[src/rtl/full_adder.sv]
// full_adder: single-bit full adder built from two half_adder cells.
// The first cell adds the operands, the second adds the carry-in to that
// partial sum; at most one of the two cells can produce a carry, so an OR
// merges them into the carry-out.
//   a, b, cin : input bits
//   sum       : a ^ b ^ cin
//   cout      : majority(a, b, cin)
module full_adder (
  input  logic a,
  input  logic b,
  input  logic cin,
  output logic sum,
  output logic cout
);

  logic ps;
  logic c0;
  logic c1;

  half_adder u_ha_ab (
    .a     (a),
    .b     (b),
    .sum   (ps),
    .carry (c0)
  );

  half_adder u_ha_cin (
    .a     (ps),
    .b     (cin),
    .sum   (sum),
    .carry (c1)
  );

  assign cout = c0 | c1;

endmodule

[src/rtl/half_adder.sv]
// half_adder: single-bit half adder cell from the adders library.
//   a, b   : input bits
//   sum    : a ^ b
//   carry  : a & b
module half_adder (
  input  logic a,
  input  logic b,
  output logic sum,
  output logic carry
);

  assign sum   = a ^ b;
  assign carry = a & b;

endmodule

[src/rtl/serial_adder.sv]
// serial_adder: bit-serial WIDTH-bit adder, LSB first, one bit per clock.
// A single full_adder plus a carry flop does the arithmetic; operands are
// loaded in parallel on an accepted start and the result is published in
// parallel on the completing edge.
//   clk, rst_n : clock, asynchronous active-low reset
//   start      : request, only looked at while IDLE
//   a, b, cin  : operands, captured on the accepting edge
//   busy       : high while the add is running
//   done       : one-cycle pulse when sum/cout hold a fresh result
//   sum, cout  : registered result, held until the next completion
module serial_adder #(
  parameter int WIDTH = 8
) (
  input  logic             clk,
  input  logic             rst_n,
  input  logic             start,
  input  logic [WIDTH-1:0] a,
  input  logic [WIDTH-1:0] b,
  input  logic             cin,
  output logic             busy,
  output logic             done,
  output logic [WIDTH-1:0] sum,
  output logic             cout
);

  localparam int CNT_W = $clog2(WIDTH);
  localparam logic [CNT_W-1:0] CNT_LAST = CNT_W'(WIDTH - 1);

  typedef enum logic [1:0] {
    IDLE = 2'b00,
    RUN  = 2'b01,
    DONE = 2'b10
  } state_t;

  state_t             state_q, state_d;
  logic [WIDTH-1:0]   a_sh_q, a_sh_d;
  logic [WIDTH-1:0]   b_sh_q, b_sh_d;
  logic [WIDTH-1:0]   acc_q, acc_d;
  logic [WIDTH-1:0]   sum_q, sum_d;
  logic [CNT_W-1:0]   cnt_q, cnt_d;
  logic               carry_q, carry_d;
  logic               cout_q, cout_d;

  logic               fa_sum;
  logic               fa_cout;

  full_adder u_fa (
    .a    (a_sh_q[0]),
    .b    (b_sh_q[0]),
    .cin  (carry_q),
    .sum  (fa_sum),
    .cout (fa_cout)
  );

  // State and datapath registers.
  // NOTE: the datapath registers are reset too, so an abandoned add leaves
  // no stale operands or partial sum behind.
  always_ff @(posedge clk or negedge rst_n) begin
    if (!rst_n) begin
      state_q <= IDLE;
      a_sh_q  <= '0;
      b_sh_q  <= '0;
      acc_q   <= '0;
      sum_q   <= '0;
      cnt_q   <= '0;
      carry_q <= 1'b0;
      cout_q  <= 1'b0;
    end else begin
      // NOTE: non-blocking assignments so every flop samples the values
      // from before this edge, independent of statement order.
      state_q <= state_d;
      a_sh_q  <= a_sh_d;
      b_sh_q  <= b_sh_d;
      acc_q   <= acc_d;
      sum_q   <= sum_d;
      cnt_q   <= cnt_d;
      carry_q <= carry_d;
      cout_q  <= cout_d;
    end
  end

  // Next-state logic.
  always_comb begin
    // NOTE: assign a default before the case so no path leaves state_d
    // unassigned, which would otherwise infer a latch.
    state_d = IDLE;
    case (state_q)
      IDLE:    state_d = start ? RUN : IDLE;
      RUN:     state_d = (cnt_q == CNT_LAST) ? DONE : RUN;
      DONE:    state_d = IDLE;
      default: state_d = IDLE;  // unused code recovers to IDLE
    endcase
  end

  // Datapath: load on accept, one serial step per RUN cycle.
  always_comb begin
    a_sh_d  = a_sh_q;
    b_sh_d  = b_sh_q;
    acc_d   = acc_q;
    sum_d   = sum_q;
    cnt_d   = cnt_q;
    carry_d = carry_q;
    cout_d  = cout_q;
    case (state_q)
      IDLE: begin
        if (start) begin
          a_sh_d  = a;
          b_sh_d  = b;
          carry_d = cin;
          cnt_d   = '0;
          acc_d   = '0;
        end
      end
      RUN: begin
        // Each new result bit enters at the top; after WIDTH steps the
        // first (LSB) bit has walked down to position 0.
        acc_d   = {fa_sum, acc_q[WIDTH-1:1]};
        a_sh_d  = a_sh_q >> 1;
        b_sh_d  = b_sh_q >> 1;
        carry_d = fa_cout;
        cnt_d   = cnt_q + CNT_W'(1);
        if (cnt_q == CNT_LAST) begin
          sum_d  = {fa_sum, acc_q[WIDTH-1:1]};
          cout_d = fa_cout;
        end
      end
      default: ;
    endcase
  end

  // Outputs decode registered state only.
  always_comb begin
    busy = (state_q == RUN);
    done = (state_q == DONE);
  end

  assign sum  = sum_q;
  assign cout = cout_q;

endmodule

[config.mk]
export PLATFORM = sky130hd
export DESIGN_NAME = serial_adder
export DESIGN_NICKNAME = d
export VERILOG_FILES = /design/src/rtl/full_adder.sv /design/src/rtl/half_adder.sv /design/src/rtl/serial_adder.sv
export SDC_FILE = /design/constraint.sdc
export NUM_CORES = 1
export LEC_CHECK = 0
export ABC_AREA = 1
export CAP_MARGIN = 10
export CORE_MARGIN = 2
export CORE_UTILIZATION = 44
export DETAILED_ROUTE_END_ITERATION = 8
export MAX_ROUTING_LAYER = met4
export PLACE_DENSITY = 0.78
export SYNTH_ARGS = -nofsm -noshare
export SYNTH_HDL_FRONTEND = slang
export SYNTH_SLANG_ARGS = --single-unit
export TNS_END_PERCENT = 30
[constraint.sdc]
create_clock -name clk -period 1.6 [get_ports clk]
set_input_delay 0.24 -clock clk [delete_from_list [all_inputs] [get_ports clk]]
set_output_delay 0.24 -clock clk [all_outputs]
set_load 0.01 [all_outputs]
After elaboration in Yosys (flattened, before gate mapping)
Index checks and enable logic that the tools add are counted.
{ "totals": {"regBits": 39, "inputBits": 20, "output_inout_bits": 11, "word_cells": 35} }
{ "classes": {"addsub": 1, "n_eq_ne": 4, "mux": 13, "n_bitwise": 5, "n_reduce_logical": 4} }
{ "op_table": {"columns": ["operator", "count"], "rows": [
  ["8-bit one-hot mux with 2 select lines", 3],
  ["8-bit 2-to-1 mux", 3],
  ["3-bit one-hot mux with 2 select lines", 1],
  ["2-bit one-hot mux with 2 select lines", 1],
  ["2-bit AND reduction", 2],
  ["3-bit by 1-bit adder with 3-bit output (second input constant)", 1],
  ["3-bit equality test (second input constant)", 1],
  ["3-bit 2-to-1 mux", 1],
  ["1-bit AND", 2],
  ["2-bit by 1-bit equality test with 1-bit output (second input constant)", 1],
  ["2-bit equality test (second input constant)", 1],
  ["2-bit logical NOT", 1],
  ["1-bit 2-to-1 mux", 2],
  ["2-bit 2-to-1 mux", 1],
  ["2-bit != test (second input constant)", 1],
  ["1-bit one-hot mux with 2 select lines", 1],
  ["2-bit nonzero test", 1],
  ["1-bit XOR", 2],
  ["1-bit OR", 1]
]} }

Longest topological paths before layout
{ "logic_depth": {"word_depth": 4, "ltp_mapped": 7, "ltp_nobuf": 6} }

Hierarchy
From an unflattened synthesis, not the netlist that was laid out.
{ "unflattened": {"hier_cells": 210, "hier_area_um2": 1762.9} }
{ "by_module_without_submodules": {"columns": ["module", "n_inst", "cells_each", "area_per_inst_um2"], "rows": [
  ["serial_adder", 1, 205, 1726.7],
  ["half_adder", 2, 1, 12.5],
  ["full_adder", 1, 3, 11.3]
]} }

Worst setup path before layout
OpenSTA, ideal clock, no wires.
{ "synth_timing": {"path_kind": "flip-flop to flip-flop", "start": "reg cnt_q[0]", "end": "reg sum_q[7] (netlist: sum[7])", "arrival_time_ns": 1.143, "required_ns": 1.526, "setup_slack_ns": 0.383, "path_stages_with_launch": 7, "path_buffers": 1, "synth_period_minus_slack_ns": 1.217, "cell_sequence": "dfrtp_1 -> ha_1 -> ha_1 -> nand2_2 -> buf_6 -> nand2_1 -> o21ai_2"} }
{ "synth_between": {"elab_chain_len": 2} }
{ "synth_lines": {"columns": ["element", "line", "text"], "rows": [
  ["start, declared", "serial_adder.sv:40", "logic [CNT_W-1:0] cnt_q, cnt_d;"],
  ["start signal, assigned", "serial_adder.sv:76", "cnt_q <= cnt_d;"],
  ["3-bit equality test", "serial_adder.sv:122", "if (cnt_q == CNT_LAST) begin"],
  ["2-bit AND reduction (no source line)", null, null],
  ["end signal, assigned", "serial_adder.sv:75", "sum_q <= sum_d;"],
  ["end, declared", "serial_adder.sv:39", "logic [WIDTH-1:0] sum_q, sum_d;"]
]} }
No other way between the ends.
A chain may end at the register's enable or synchronous reset.

Worst setup path after layout
{ "layout_timing": {"start": "reg state_q[1]", "end": "reg a_sh_q[5]"} }
{ "layout_between": {"elab_chain_len": 3, "elab_cells_between_ends": 6, "classes_between": "2 x eq/ne; 1 x mux; 3 x reduce/logical"} }
{ "layout_lines": {"columns": ["element", "line", "text"], "rows": [
  ["start, declared", "serial_adder.sv:35", "state_t state_q, state_d;"],
  ["start signal, assigned", "serial_adder.sv:71", "state_q <= state_d;"],
  ["2-bit by 1-bit equality test with 1-bit output or 2-bit logical NOT (tied branches)", "serial_adder.sv:104", "case (state_q)"],
  ["2-bit nonzero test (no source line) or 2-bit != test (tied branches)", null, null],
  ["2-bit AND reduction (no source line)", null, null],
  ["end signal, assigned", "serial_adder.sv:72", "a_sh_q <= a_sh_d;"],
  ["end, declared", "serial_adder.sv:36", "logic [WIDTH-1:0] a_sh_q, a_sh_d;"]
]} }
Parallel ways exist; a longest one is shown, timed or not.

==> impl_metrics.xml <==
<?xml version="1.0" encoding="UTF-8"?>
<metrics>
  <group name="route">
    <metric name="routed_wl" unit="um">3490</metric>
    <metric name="route.detailed.wl_per_inst" unit="um">12.1</metric>
    <metric name="postRouteAntennaNets" unit="">0</metric>
    <metric name="vias_per_cell" unit="">4.85</metric>
    <metric name="num_vias" unit="">1402</metric>
    <metric name="remaining_drc_errors" unit="">0</metric>
    <metric name="drtIter0Drc" unit="">86</metric>
    <metric name="first_pass_iters" unit="">4</metric>
  </group>
  <group name="timing">
    <metric name="report.final.setup_viol" unit="">0</metric>
    <metric name="slew_viol_final" unit="">0</metric>
    <metric name="achievable-frequency" unit="MHz">686</metric>
    <metric name="fin_tns_setup" unit="ps">0</metric>
    <metric name="post-route-min-period" unit="ps">1460</metric>
    <metric name="hold_vio_cnt_final" unit="">38</metric>
    <metric name="grt_setup_unrepaired" unit="">no</metric>
    <metric name="fin_worst_skew" unit="ps">3.51</metric>
    <metric name="layout_worst_path_cycle_share" unit="%">91.1</metric>
    <metric name="tightest_slew" unit="ps">464</metric>
    <metric name="worst_hold_slack" unit="ps">-9.88</metric>
    <metric name="maxSlewHeadroom" unit="%">69.1</metric>
    <metric name="timing.final.ws_setup" unit="ps">142</metric>
  </group>
  <group name="floorplanning">
    <metric name="floorplan.rows" unit="">22</metric>
    <metric name="dieArea" unit="mm^2">0.00449</metric>
    <metric name="dieHeight" unit="um">67.0</metric>
    <metric name="io-pin-count" unit="">31</metric>
    <metric name="start_util" unit="%">46.7</metric>
    <metric name="core_area" unit="mm^2">0.00374</metric>
    <metric name="floorplan.die.width" unit="um">67.0</metric>
  </group>
  <group name="clock_network">
    <metric name="cts-root-to-sink-buffers" unit="">2</metric>
    <metric name="cts_tree" unit="">done</metric>
    <metric name="holdBufCountCts" unit="">0</metric>
    <metric name="tritoncts_num_sinks" unit="">38</metric>
    <metric name="postCtsSetupRepairBufs" unit="">0</metric>
    <metric name="ctsHtreeMaxLevel" unit="">2</metric>
    <metric name="clock_tree.root_cell" unit="">sky130_fd_sc_hd__clkbuf_8</metric>
    <metric name="tritoncts.num_buffers" unit="">5</metric>
    <metric name="clk-insertion-delay-late" unit="ps">290</metric>
    <metric name="cts.clk_slew.worst_paths" unit="ps">70</metric>
  </group>
  <group name="logic_synthesis">
    <metric name="ys_warn_count" unit="">0</metric>
    <metric name="synth_sequential_area_ratio" unit="%">54.4</metric>
    <metric name="ys_types" unit="">16</metric>
    <metric name="post_synth_arst_share" unit="%">100</metric>
    <metric name="synth_xor_area_share" unit="%">0</metric>
    <metric name="synthesis.area_per_instance" unit="um^2">8.48</metric>
    <metric name="synth-adder-area-share" unit="%">2.58</metric>
    <metric name="dominantRegCellSynth" unit="">sky130_fd_sc_hd__dfrtp_1</metric>
    <metric name="most_numerous_cell_in_the_yosys_netlist" unit="">sky130_fd_sc_hd__nand2_1</metric>
    <metric name="synth_area" unit="mm^2">0.00175</metric>
    <metric name="synth_top_area_cell" unit="">sky130_fd_sc_hd__dfrtp_1</metric>
    <metric name="ys_top_cells_by_count" unit="">sky130_fd_sc_hd__nand2_1 (104), sky130_fd_sc_hd__dfrtp_1 (38), sky130_fd_sc_hd__nand3_1 (16)</metric>
    <metric name="synth_top_family_by_area" unit="">simple AND/OR/NAND/NOR gates</metric>
    <metric name="synth.area.mux_share" unit="%">0</metric>
    <metric name="synthesis.nets" unit="">229</metric>
    <metric name="synth_simple_gate_area_share" unit="%">28.5</metric>
    <metric name="synth_enable_flop_cells" unit="">0</metric>
    <metric name="ys_top_cells_by_area" unit="">sky130_fd_sc_hd__dfrtp_1 (54%), sky130_fd_sc_hd__nand2_1 (22%), sky130_fd_sc_hd__nand3_1 (4.6%)</metric>
    <metric name="synthDominantCellAreaShare" unit="%">54.4</metric>
    <metric name="synth_compound_gate_area_share" unit="%">7.59</metric>
    <metric name="netlist_instances" unit="">206</metric>
    <metric name="register_bit_count_reported_by_yosys" unit="">38</metric>
  </group>
  <group name="cells_and_area">
    <metric name="flow.area_growth_from_synthesis" unit="%">24.2</metric>
    <metric name="proportion_of_layout_cells_with_a_drive_suffix_above_1" unit="%">11.2</metric>
    <metric name="fillers" unit="">344</metric>
    <metric name="design.final.nets" unit="">264</metric>
    <metric name="antennaDiodeCount" unit="">0</metric>
    <metric name="finish.utilization" unit="%">58.0</metric>
    <metric name="finish.cell_count_without_fillers" unit="">289</metric>
  </group>
  <group name="power_and_ir_drop">
    <metric name="power.static_leakage" unit="uW">0.00112</metric>
    <metric name="vdd_drop_max" unit="mV">0.838</metric>
    <metric name="combPwrFrac" unit="%">42.4</metric>
    <metric name="power.switching" unit="uW">1490</metric>
    <metric name="switching_share" unit="%">38.6</metric>
    <metric name="power_density" unit="mW/mm^2">1790</metric>
    <metric name="seq_power_share" unit="%">41.7</metric>
    <metric name="internal-power" unit="uW">2380</metric>
    <metric name="clock_power_share" unit="%">15.8</metric>
  </group>
  <group name="worst_setup_path">
    <metric name="crit_required" unit="ps">1780</metric>
    <metric name="worstPathArrival" unit="ps">1640</metric>
    <metric name="worst_setup_path_end_kind" unit="">flip-flop</metric>
    <metric name="reg2reg_depth" unit="">7</metric>
    <metric name="cp_max_fo" unit="">24</metric>
    <metric name="startpoint_type" unit="">flip-flop</metric>
    <metric name="classification_of_the_worst_setup_path" unit="">reg2reg</metric>
  </group>
  <group name="place">
    <metric name="detailed_place_hpwl" unit="um">2360</metric>
    <metric name="dpl_worst_slack" unit="ps">141</metric>
    <metric name="place.detailed.instances" unit="">282</metric>
    <metric name="port-buffer-count" unit="">30</metric>
    <metric name="place.gp.congestion" unit="">0.828</metric>
  </group>
  <group name="global_routing">
    <metric name="pin_count_of_the_biggest_net_entering_global_routing" unit="">39</metric>
    <metric name="globalRouteTotalUtil" unit="%">18.5</metric>
    <metric name="antenna_found_initial" unit="">0</metric>
    <metric name="globalRouteOverflowTotal" unit="">0</metric>
    <metric name="grt_pass1_wl" unit="um">6020</metric>
    <metric name="grt_pass1_vias" unit="">1414</metric>
  </group>
  <group name="status">
    <metric name="violations_in_the_final_reports" unit="">negative hold slack</metric>
    <metric name="run_status" unit="">complete, but fails checks</metric>
  </group>
  <group name="worst_hold_path">
    <metric name="hold_class" unit="">in2async</metric>
  </group>
  <group name="run">
    <metric name="max_cap_viol_count" unit="">0</metric>
  </group>
</metrics>
-- per-layer routing --
metal,global-route usage (%),vias up,part of all wire [%]
met4,8.42,0,1.3
met1,22.9,657,47
met5,-,-,0
met2,28.6,32,47
li1,-,708,-
met3,4.56,5,3.8
-- placed cells by master (no fill, tap or decap), drive strengths merged --
master           n
buf              8
nand3           16
nor2             2
nand2          106
inv             13
o21ai           19
ha               2
dfrtp           38
clkdlybuf4s50   27
clkbuf           7
fa               1
dlygate4sd2      2
-- registers in the layout, indices dropped and copies added, names as in the netlist --
signal   count
acc_q        7
state_q      2
cnt_q        3
sum          8
carry_q      1
a_sh_q       8
cout         1
b_sh_q       8
-- cells by family after synthesis --
group	Yosys count
buf+inv	22
fa+ha+maj	3
compound gates	19
simple gates	124
flops	38
-- area by class of cell --
| class | count | area (um^2) | share of cell area (%) |
|---|---|---|---|
| sequential | 38 | 951 | 43.8 |
| clock buffer | 7 | 76.3 | 3.52 |
| timing repair buffer | 37 | 358 | 16.5 |
| multi-input combinational | 146 | 676 | 31.1 |
| inverter | 13 | 48.8 | 2.25 |
| tap | 48 | 60.1 | 2.77 |
-- per-stage QoR --
step / total power (uW) / cell area, um^2
floorplan: 2750 / 1750
global placement: 3220 / 2100
detailed placement: 3290 / 2100
CTS: 3910 / 2170
global route: 4210 / 2170
finish: 3880 / 2170
-- power groups by stage --
stage                     clock (uW)  sequential (uW)  combinational (uW)
after floorplan                    0             1620                1130
after global placement             0             1620                1600
after detailed placement           0             1620                1670
after CTS                        625             1620                1670
after global routing             669             1660                1880
final                            614             1620                1640
-- worst paths after layout --
| path | startpoint | endpoint | slack, ps |
|---|---|---|---|
| worst max-delay path | state_q[1] | a_sh_q[5] | 140 |
| worst min-delay path | rst_n | acc_q[4] | -10 |
| worst max register to register | state_q[1] | a_sh_q[5] | 140 |
| worst min register to register | sum[6] | sum[6] | 480 |
| max in group asynchronous | rst_n | acc_q[5] | 1290 |
| min in group clk | sum[6] | sum[6] | 480 |
-- worst max-delay path: stages (launching register included) --
cell and delay (ps):
sky130_fd_sc_hd__dfrtp_1 420, sky130_fd_sc_hd__inv_2 80, sky130_fd_sc_hd__buf_4 220, sky130_fd_sc_hd__nand2_2 290
sky130_fd_sc_hd__nand2_1 150, sky130_fd_sc_hd__nand2_1 60, sky130_fd_sc_hd__nand2_1 60, sky130_fd_sc_hd__nand2_1 60
-- timing repair --
| action | CTS | global route |
|---|---|---|
| hold endpoints to repair | 0 | 0 |
| setup endpoints to repair | 2 | 0 |
| gates resized for setup | 2 | 0 |
Power figures use the tool's default switching activity.
==> edit: new RTL, same flow settings <==
The parameter `WIDTH` goes from 8 to 16.
--- a/src/rtl/serial_adder.sv
+++ b/src/rtl/serial_adder.sv
@@ -10,5 +10,5 @@
 //   sum, cout  : registered result, held until the next completion
 module serial_adder #(
-  parameter int WIDTH = 8
+  parameter int WIDTH = 16
 ) (
   input  logic             clk,
Ports: changed (resized a, b and sum); port bits go from 31 to 55. No check against the original RTL was run, so the function may have changed too.
==> edit against the original RTL <==
Final area rose by 80%; sequential share of layout area increased by 1.7 points; final cell count increased by 67%; sequential cell count is 33 higher; synthesized area up 74%; total power up 80%; sequential power is 79% higher; routed wire length is 79% higher; count of clock-buffer cells in the layout grew 4; worst setup slack got worse by 38 ps.
==> edit: results (changes against the original RTL) <==
Drt
  – Post-DR vias/cell: 5.15 (was 4.85)
  – Starting DRT DRC Count: 155 (was 86)
  – Drt wl/cell: 12.9 um (was 12.1 um)
  – Pre-Repair DR Iteration Count: 4 (unchanged)

Global route
  – Initial antenna violation count: 0 (unchanged)
  – GR Util All Layers: 18.3% (was 18.5%)
  – Largest net degree at the start of global routing: 72 (was 39)
  – Vias in the first global route: 2,309 (was 1,414)
  – First-pass GRT wire length: 10,600 um (was 6020 um)

Critical path
  – Arr. time, crit path: 1260 ps (was 1640 ps)
  – Critical Path Source: sum[1] (was state_q[1])
  – Crit path largest cell delay: 560 ps (was 420 ps)
  – Crit-path slowest cell: clkdlybuf4s50_1 (was dfrtp_1)
  – Crit path max-delay family: buffers and inverters (was simple AND/OR/NAND/NOR gates)
  – Worst Setup EP: sum[1] (was a_sh_q[5])
  – R2R Path End: sum[15] (was a_sh_q[5])
  – Crit path max fanout: 2 (was 24)
  – Reg2Reg Depth: 5 (was 7)
  – R2r startpoint: cnt_q[0] (was state_q[1])

Yosys
  – Syn_nets: 383 (was 229)
  – Mapped Cells: 345 (was 206)
  – Yosys cell types: 25 (was 16)
  – Ranking of synthesized cells by area: dfrtp_1 58%, nand2_1 16%, nand3_1 14% (was dfrtp_1 54%, nand2_1 22%, nand3_1 4.6%)
  – Post-synthesis sequential area ratio: 58.3% (was 54.4%)
  – Top_reg_cell synth: dfrtp_1 (unchanged)
  – Most frequent cells after synthesis: 132 x nand2_1, 83 x nand3_1, 71 x dfrtp_1, 14 x o21ai_0, 9 x buf_2 (was 104 x nand2_1, 38 x dfrtp_1, 16 x nand3_1, 11 x o21ai_0, 10 x inv_1)

Finish
  – Final net count: 436 (was 264)
  – Layout cell share with drive strength beyond 1: 8.44% (was 11.2%)
  – Post-Layout Cell Count: 483 (was 289)

CTS
  – Worst-path clk slew: 70 ps (about the same)
  – Latest clock arrival within the worst-skew pair: 340 ps (was 290 ps)
  – TritonCTS Buffers: 9 (was 5)
  – H-tree depth: 3 (was 2)

Placed design
  – Hpwl dp: 4040 um (was 2360 um)
  – GPL Wtd Cong: 0.806 (was 0.828)
  – I/O Buffers: 54 (was 30)
  – Dpl cells: 466 (was 282)

Timing
  – Layout Skew: 8.57 ps (was 3.51 ps)
  – Worst-margin pin slew: 472 ps (was 464 ps)

Outcome
  – Status: finished clean (was finished, violations left)

Power
  – VDD IR max: 0.719 mV (was 0.838 mV)
  – Lkg Pwr: 1.90 nW (was 1.12 nW)
  – Sw Pwr: 2.56 mW (was 1.49 mW)
-- edit: cell types whose count changed after synthesis, moves of 5 or more --
cell / unedited run / this run
clkbuf_1: 0 / 5
o21ai_1: 0 / 6
o21ai_2: 7 / 0
inv_1: 10 / 2
nand3_1: 16 / 83
dfrtp_1: 38 / 71
buf_2: 3 / 9
nand2_1: 104 / 132
-- edit: cells by family after synthesis --
family	Yosys count	synth area share (%)
simple gates	223	32.4
flops	71	58.3
buf+inv	26	4.23
compound gates	22	3.70
fa+ha+maj	2	1.07
xor+xnor	1	0.288
-- edit: area by class of cell --
| class | count | area [um2] |
|---|---|---|
| fillers | 593 | 2850 |
| flip-flops and latches | 71 | 1780 |
| multi-input cells | 248 | 1140 |
| repair buffers | 64 | 638 |
| clock buffers | 11 | 151 |
| well taps | 80 | 100 |
| clock inverters | 5 | 80.1 |
| inverters | 4 | 15.0 |
-- edit: layer usage --
layer  share of wire, %  track usage, %  routed length [um]
met5                  0               -                   0
met4                1.2            6.57                  75
met3                5.0            3.51                 310
met2                 45            26.4                2830
met1                 48            25.9                3020
-- edit: metrics by stage --
step	setup WS [ps]	util (%)	instance area (um2)	hold slack, ps
after CTS	84.0	57.8	3900	352
after floorplan	350	-	3050	-55.6
after global placement	190	54.2	3660	170
after detailed placement	150	54.2	3660	175
after global routing	24.9	57.8	3900	373
final	105	57.8	3900	350
-- edit: power by group through the flow --
stage	clock network, mW	registers (mW)	logic (mW)
after floorplan	0	2.90	1.63
after global placement	0	2.89	2.41
after detailed placement	0	2.92	2.49
after CTS	1.67	2.90	2.49
after global routing	1.75	2.99	2.78
final	1.63	2.90	2.46
-- edit: timing repair --
item / CTS / global route
setup endpoints to repair: 2 / 0
resized for setup: 3 / 0
hold endpoints to repair: 25 / 0
hold buffers: 1 / 0
